==> src/rtl/tick_irq_pkg.sv <==
// Shared helpers for tick_irq_gen: level-width derivation, per-level top counts
// and the elaboration-time sanity check of a parameter set.
package tick_irq_pkg;

  function automatic int unsigned lvl_width(input int unsigned num_levels);
    return (num_levels <= 2) ? 1 : $clog2(num_levels);
  endfunction

  // Last count value of a period at the given level; the period is top+1 cycles.
  function automatic longint unsigned top_count(
    input int unsigned     level,
    input bit              sim,
    input longint unsigned clk_hz,
    input longint unsigned base_hz,
    input longint unsigned step_hz,
    input longint unsigned sim_cnt
  );
    longint unsigned rate;
    rate = base_hz + longint'(level) * step_hz;
    if (sim) return sim_cnt >> level;
    if (rate == 0 || clk_hz / rate < 2) return 0;
    return clk_hz / rate - 1;
  endfunction

  // True when every level yields a nonzero top count that fits the counter.
  function automatic bit config_ok(
    input int unsigned     num_levels,
    input int unsigned     num_channels,
    input int unsigned     cntr_width,
    input bit              sim,
    input longint unsigned clk_hz,
    input longint unsigned base_hz,
    input longint unsigned step_hz,
    input longint unsigned sim_cnt
  );
    longint unsigned t;
    if (num_levels < 1 || num_channels < 1 || cntr_width < 1) return 0;
    for (int unsigned l = 0; l < num_levels; l++) begin
      t = top_count(l, sim, clk_hz, base_hz, step_hz, sim_cnt);
      if (t == 0) return 0;
      if (cntr_width < 64 && (t >> cntr_width) != 0) return 0;
    end
    return 1;
  endfunction

endpackage

==> src/rtl/tick_irq_gen_irq_channel.sv <==
// One interrupt channel: a pending request held until acknowledged, plus a
// sticky overrun flag raised when a tick finds the previous request unserved.
module irq_channel
  import tick_irq_pkg::*;
(
  input  logic clk,
  input  logic reset,
  input  logic tick_i,
  input  logic enable_i,
  input  logic irq_ack_i,
  input  logic overrun_clr_i,
  output logic pending_o,
  output logic overrun_o
);

  logic pending_q, pending_d;
  logic overrun_q, overrun_d;
  logic ovr_set;

  // An ack arriving with the tick consumes the old request, so no overrun.
  assign ovr_set = enable_i && tick_i && pending_q && !irq_ack_i;

  always_comb begin
    // NOTE: every always_comb output gets a default first so no path leaves it unassigned (no latch).
    pending_d = pending_q;
    overrun_d = overrun_q;
    if (!enable_i)      pending_d = 1'b0;
    else if (tick_i)    pending_d = 1'b1;
    else if (irq_ack_i) pending_d = 1'b0;
    if (ovr_set)            overrun_d = 1'b1;
    else if (overrun_clr_i) overrun_d = 1'b0;
  end

  // NOTE: sequential state uses non-blocking assignments so all flops update together at the edge.
  always_ff @(posedge clk or posedge reset) begin
    if (reset) begin
      pending_q <= 1'b0;
      overrun_q <= 1'b0;
    end else begin
      pending_q <= pending_d;
      overrun_q <= overrun_d;
    end
  end

  assign pending_o = pending_q;
  assign overrun_o = overrun_q;

endmodule

==> src/rtl/tick_irq_gen.sv <==
// Multi-channel periodic interrupt generator for the PicoBlaze: one shared
// period counter at a run-time speed level, and per-channel pending/overrun state.
module tick_irq_gen
  import tick_irq_pkg::*;
#(
  parameter int unsigned CLK_FREQUENCY_HZ       = 100000000,
  parameter int unsigned BASE_FREQUENCY_HZ      = 15,
  parameter int unsigned LEVEL_STEP_HZ          = 5,
  parameter int unsigned NUM_LEVELS             = 4,
  parameter int unsigned NUM_CHANNELS           = 2,
  parameter int unsigned CNTR_WIDTH             = 32,
  parameter bit          SIMULATE               = 1'b0,
  parameter int unsigned SIMULATE_FREQUENCY_CNT = 15,
  localparam int unsigned LVL_W                 = lvl_width(NUM_LEVELS)
) (
  input  logic                    clk,
  input  logic                    reset,
  input  logic [LVL_W-1:0]        level,
  input  logic                    level_load,
  input  logic [NUM_CHANNELS-1:0] enable,
  input  logic [NUM_CHANNELS-1:0] irq_ack,
  input  logic [NUM_CHANNELS-1:0] overrun_clr,
  output logic [NUM_CHANNELS-1:0] sys_interrupt,
  output logic                    tick,
  output logic [NUM_CHANNELS-1:0] overrun,
  output logic [LVL_W-1:0]        cur_level
);

  localparam logic [LVL_W-1:0] MAX_LEVEL = LVL_W'(NUM_LEVELS - 1);

  if (!config_ok(NUM_LEVELS, NUM_CHANNELS, CNTR_WIDTH, SIMULATE,
                 longint'(CLK_FREQUENCY_HZ), longint'(BASE_FREQUENCY_HZ),
                 longint'(LEVEL_STEP_HZ), longint'(SIMULATE_FREQUENCY_CNT))) begin : g_bad_cfg
    $error("tick_irq_gen: a level has a zero top count or one too wide for CNTR_WIDTH");
  end

  logic [CNTR_WIDTH-1:0] top_tbl [NUM_LEVELS];

  for (genvar l = 0; l < NUM_LEVELS; l++) begin : g_top
    localparam longint unsigned TOP = top_count(l, SIMULATE,
      longint'(CLK_FREQUENCY_HZ), longint'(BASE_FREQUENCY_HZ),
      longint'(LEVEL_STEP_HZ), longint'(SIMULATE_FREQUENCY_CNT));
    assign top_tbl[l] = CNTR_WIDTH'(TOP);
  end

  logic [CNTR_WIDTH-1:0] cnt_q, cnt_d;
  logic                  tick_q, tick_d;
  logic [LVL_W-1:0]      cur_level_q, cur_level_d;
  logic [LVL_W-1:0]      shadow_q, shadow_d;
  logic [LVL_W-1:0]      level_sat;
  logic                  wrap;

  assign level_sat = (level > MAX_LEVEL) ? MAX_LEVEL : level;
  assign wrap      = (cnt_q == top_tbl[cur_level_q]);

  // The shadow only takes effect at a boundary, so a period always finishes at its starting rate.
  always_comb begin
    cnt_d       = wrap ? '0 : cnt_q + CNTR_WIDTH'(1);
    tick_d      = wrap;
    cur_level_d = wrap ? shadow_q : cur_level_q;
    shadow_d    = level_load ? level_sat : shadow_q;
  end

  always_ff @(posedge clk or posedge reset) begin
    if (reset) begin
      cnt_q       <= '0;
      tick_q      <= 1'b0;
      cur_level_q <= '0;
      shadow_q    <= '0;
    end else begin
      cnt_q       <= cnt_d;
      tick_q      <= tick_d;
      cur_level_q <= cur_level_d;
      shadow_q    <= shadow_d;
    end
  end

  // Channels see the wrap condition so their pending flop rises with tick.
  for (genvar i = 0; i < NUM_CHANNELS; i++) begin : g_ch
    irq_channel u_ch (
      .clk          (clk),
      .reset        (reset),
      .tick_i       (wrap),
      .enable_i     (enable[i]),
      .irq_ack_i    (irq_ack[i]),
      .overrun_clr_i(overrun_clr[i]),
      .pending_o    (sys_interrupt[i]),
      .overrun_o    (overrun[i])
    );
  end

  assign tick      = tick_q;
  assign cur_level = cur_level_q;

endmodule

==> config.mk <==
export PLATFORM = sky130hd
export DESIGN_NAME = tick_irq_gen
export DESIGN_NICKNAME = d
export VERILOG_FILES = /design/src/rtl/tick_irq_pkg.sv /design/src/rtl/tick_irq_gen_irq_channel.sv /design/src/rtl/tick_irq_gen.sv
export SDC_FILE = /design/constraint.sdc
export NUM_CORES = 1
export LEC_CHECK = 0
export ABC_CLOCK_PERIOD_IN_PS = 2450
export CORE_ASPECT_RATIO = 1.2
export CORE_MARGIN = 2
export CORE_UTILIZATION = 40
export CTS_BUF_LIST = sky130_fd_sc_hd__clkbuf_2
export DETAILED_ROUTE_END_ITERATION = 10
export PLACE_DENSITY_LB_ADDON = 0.05
export SLEW_MARGIN = 20
export SYNTH_ARGS = -nofsm -noshare
export SYNTH_HDL_FRONTEND = slang
export SYNTH_HIERARCHICAL = 1
export SYNTH_SLANG_ARGS = --single-unit
==> constraint.sdc <==
create_clock -name clk -period 2.45 [get_ports clk]
set_clock_uncertainty 0.05 [all_clocks]
set_input_delay 0.6125 -clock clk [delete_from_list [all_inputs] [get_ports clk]]
set_output_delay 0.6125 -clock clk [all_outputs]
set_load 0.005 [all_outputs]
; After elaboration in Yosys (flattened, before gate mapping)
; Index checks and enable logic that the tools add are counted.
[op_classes]
addsub = 1
multipliers = 0
div = 0
n_lt_le_gt_ge = 2
eq_ne = 3
n_shift = 0
n_mux = 15
bitwise_logic = 1
reduce_logical = 10
[op_table]
columns = operator, count
row1 = $mux W32, 3
row2 = $bmux W32 S2, 1
row3 = $add A32 B1 Y32 const B, 1
row4 = $eq A32 B32 Y1, 1
row5 = $mux W1, 10
row6 = $logic_and A1 B1 Y1, 6
row7 = $ne A3 B1 Y1 const B, 2
row8 = $reduce_bool A2 Y1, 2
row9 = $ge A3 B3 Y1 const B, 1
row10 = $not A2 Y3, 1
row11 = $gt A2 B2 Y1 const B, 1
row12 = $logic_not A1 Y1, 2
row13 = $mux W2, 1
[word_totals]
regBits = 41
latch_bits = 0
mem_bits_rw = 0
rom_bits = 0
in_bits = 11
output_inout_bits = 7
wordCells = 40
mem_count = 0

; Depth between registers and ports, before layout
[depth]
ltp_word = 9
ltp_mapped = 8
ltp_nobuf = 7

; Hierarchy
; The synthesis kept the hierarchy.
[by_module_without_submodules]
columns = module, instances, cells_each, area_each_um2, seq_area_each_um2
row1 = tick_irq_gen, 1, 192, 1938.1, 925.9
row2 = irq_channel, 2, 7, 88.8, 50.0

; Least setup slack after synthesis
; Ideal clock, no wire load.
[synth_path]
kind = reg2reg
startpoint = register cur_level_q[0] (netlist: cur_level[0])
endpoint = register cur_level_q[0] (netlist: cur_level[0])
setup_time_ps = 125
arrival_ps = 2111
t_required_ps = 2275
slack_ps = 164
path_stages_with_launch = 8
synth_period_minus_slack_ps = 2286
path_cell_list = dfrtp_1 -> inv_1 -> ha_1 -> xnor2_1 -> nand4_1 -> a221o_1 -> nor4_4 -> mux2_2
[synth_via]
elab_chain_cells = 5
[synth_lines]
columns = element, line_no
row1 = "start, declared", tick_irq_gen.sv:48  ; logic [LVL_W-1:0] cur_level_q, cur_level_d;
row2 = "start signal, assigned", tick_irq_gen.sv:73  ; cur_level_q <= cur_level_d;
row3 = $not A2 Y3 (implied by the code), tick_irq_gen.sv:54  ; assign wrap = (cnt_q == top_tbl[cur_level_q]);
row4 = $bmux W32 S2, tick_irq_gen.sv:54
row5 = $mux W32 (implied by the code) (2 in a row), tick_irq_gen.sv:54
row6 = $eq A32 B32 Y1, tick_irq_gen.sv:54
; No other way between the ends. The select of a mux whose other input is x is not followed.
; A chain may end at the register's enable or synchronous reset.

; Worst setup path after layout
[layout_path]
startpoint = register cur_level_q[1] (netlist: cur_level[1])
endpoint = register cur_level_q[1] (netlist: cur_level[1])
; The elaborated chain is that of the path after synthesis.

==> summary.txt <==
Run status
  • Status: completed

Cells and area
  • Antenna cells: 0
  • Most common cell after layout, fill and taps aside: dfrtp_1
  • Final Non-Filler Cells: between 300 and 400
  • Nets: between 200 and 300
  • Post-layout util: between 40% and 50%
  • Share of cells above drive strength 1: approximately 13%
  • Commonest non-fill, non-tap cells in the layout: dfrtp_1 (40), nor2_1 (31), xnor2_1 (21)
  • Layout area overhead: 18.9%
  • Post-route design area: 2510 um^2

Global routing
  • Met2 global-route usage: ~28%
  • Met3 Resource Use GR: slightly below 5%
  • GR peak layer: met2
  • Initial antenna violation count: 0
  • GRT met1 Usage: a little under a quarter
  • Gr ovfl total: 0
  • GRT Total Usage: roughly 17%
  • Largest net degree at the start of global routing: 38
  • First-pass GRT wire length: between 8 and 9 mm
  • Vias in the first global route: ~1600

Die
  • Num rows: 29
  • Die Wd: just over 70 um
  • Initial Util: about two fifths
  • Top Ports: 18
  • Core area: 5190 um^2
  • Die Span Y: roughly 84 um
  • Full die area: 5890 um^2

Detailed routing
  • Residual DRC: 0
  • Avg WL per Cell: between 15 and 20 um
  • Post-DRT Antenna Nets: 0
  • First-pass DRT Iterations: 4
  • DR vias/cell: ~5.2
  • DRT Wirelength: approximately 4.7 mm
  • Vias: around 1600
  • Drt initial violations: 80

Placement
  • DP Cell Count: roughly 290
  • Port bufs: 17
  • Gpl congestion: 0.899
  • Final HPWL DP: between 3 and 4 mm
  • Cell area after placement: between 2000 and 2500 um^2

Critical path
  • Critical path cell sequence: buf_4 > ha_1 > xnor2_1 > nand4_1 > a221o_1 > nor4_4 > buf_4 > mux2_2
  • Worst EP arrival: between 2000 and 3000 ps
  • CP max stage delay: 480 ps
  • Startpoint Class: flop
  • CP most frequent cell: buf_4
  • Reg2reg setup slack: between 20 and 30 ps
  • Crit path required time: approximately 2700 ps
  • CP Capture Type: flop
  • Slowest-stage cell, CP: dfrtp_2
  • Crit Path Category: flop to flop
  • Crit Path Max Fanout: 5

Clock network
  • CTS tree: yes
  • Clk_lat worst skew: 410 ps
  • CTS clk-pin slew, worst paths: around 210 ps
  • TritonCTS Buffers: 5
  • H-tree depth: 2
  • Clock Sink Count: just over 40
  • Clock Path Buffers: 2
  • CTS hold repair buffers: 0
  • Root Buffer: clkbuf_2

Synthesis
  • Synth warn: 6
  • Mapped Nets: about 220
  • EDFF count, synth: 0
  • Yosys cell types: 36
  • Syn Area/Cell: roughly 10 um^2
  • Sequential share of the synthesized area: between 40% and 50%
  • Yosys reg bits: just over 40
  • Mapped Cells: between 200 and 250
  • Ys flop type: dfrtp_1
  • Mapped Area: about 2100 um^2
  • Async SR Flop Fraction: 100%

Timing
  • Slew Viols, Final: 0
  • Highest clock rate: 0.413 GHz
  • Setup-failing EPs final: 0
  • Final min period: ~2400 ps
  • Worst slew margin: 69.4%
  • Least-Margin Pin Slew: roughly 460 ps
  • Final Hold Vio Count: 0
  • Final worst-path cycle share: ~99%

Power and ir drop
  • Total leakage power: 1.09 nW
  • Peak supply drop: about 0.00025 V
  • Power Density: around 440 nW/um^2

Hold path
  • Hold Crit Class: input port to async pin

Job
  • Max-cap violations: 0
power breakdown:
part           internal (W)  switching, W  leakage [nW]
clock network      0.000166      0.000220        0.0388
registers          0.000681    0.00000185         0.552
logic             0.0000187     0.0000182         0.502
Yosys cell counts, drive strengths merged, types with 2 or more instances:
library cell  instances  area [um^2]
dfrtp                41         1030
nor2                 31          116
xnor2                21          184
nand2                16         60.1
inv                  11         41.3
xor2                 11         96.3
nand3                 9         50.1
nor2b                 8         65.1
nand4                 7         43.8
and4                  5         43.8
ha                    5         62.6
nor3                  5         25.0
nor4                  5         46.3
buf                   4         22.5
mux2                  4         45.0
nor4b                 4         35.0
a32o                  2         20.0
and3                  2         12.5
o21a                  2         15.0
metal layers:
metal / vias up / share of wire, %
met4: 0 / 1.6
met2: 30 / 50
met3: 7 / 4.4
li1: 770 / -
met1: 768 / 44
met5: - / 0
sequential cells by signal (all words and copies together) (netlist names):
register	cells
cnt_q	32
cur_level	2
g_ch.u_ch/overrun_o	2
g_ch.u_ch/pending_o	2
shadow_q	2
tick	1
metrics by stage:
stage / hold slack, ps / total power, W / setup TNS, ps / setup slack (ps)
2_1_floorplan: 304 / 0.000708 / 0 / 164
3_3_place_gp: 418 / 0.000732 / 0 / 186
3_5_place_dp: 418 / 0.000733 / 0 / 78.6
4_1_cts: 329 / 0.00112 / 0 / 27.5
5_1_grt: 316 / 0.00115 / -130 / -47.3
6_report: 327 / 0.00111 / 0 / 28.9
logic make-up after synthesis:
group | after synthesis | synth area share [%]
simple gates | 98 | 26.0
flops | 41 | 48.5
xor+xnor | 32 | 13.2
buf+inv | 15 | 3.02
compound gates | 10 | 3.73
mux | 5 | 2.60
fa+ha+maj | 5 | 2.96
cell type report:
| class | count | area [um^2] |
|---|---|---|
| clock buffer | 5 | 25.0 |
| clock inverter | 2 | 35.0 |
| fill | 512 | 2670 |
| inverter | 11 | 41.3 |
| multi-input combinational | 150 | 1040 |
| sequential | 41 | 1030 |
| tap | 62 | 77.6 |
| timing repair buffer | 30 | 273 |
final timing paths:
| check | from | endpoint | cells after the start |
|---|---|---|---|
| worst max-delay path | cur_level[1]$_DFFE_PP0N_ | cur_level[1]$_DFFE_PP0N_ | 8 |
| worst min-delay path | reset | g_ch[1].u_ch/overrun_o$_DFFE_PP0P_ | 2 |
| worst max register to register | cur_level[1]$_DFFE_PP0N_ | cur_level[1]$_DFFE_PP0N_ | 8 |
| worst min register to register | cnt_q[31]$_DFF_PP0_ | cnt_q[31]$_DFF_PP0_ | 1 |
| max in group asynchronous | reset | cur_level[1]$_DFFE_PP0N_ | 3 |
| min in group clk | cnt_q[31]$_DFF_PP0_ | cnt_q[31]$_DFF_PP0_ | 1 |
worst max-delay path: cells and delay by family, from the launching register on:
family                     cells  cell delay (ps)
adders and majority gates      1              190
xor gates and xnor gates       1              160
AOI/OAI and AO/OA              1              370
DFF                            1              480
muxes                          1              340
and+or+nand+nor                2              390
buffers and inverters          2              340
repair_timing:
action	in CTS	in global routing
resized for setup	0	6
setup buffers	0	4
setup endpoints to repair	0	29
(Power assumes the default switching activity.)
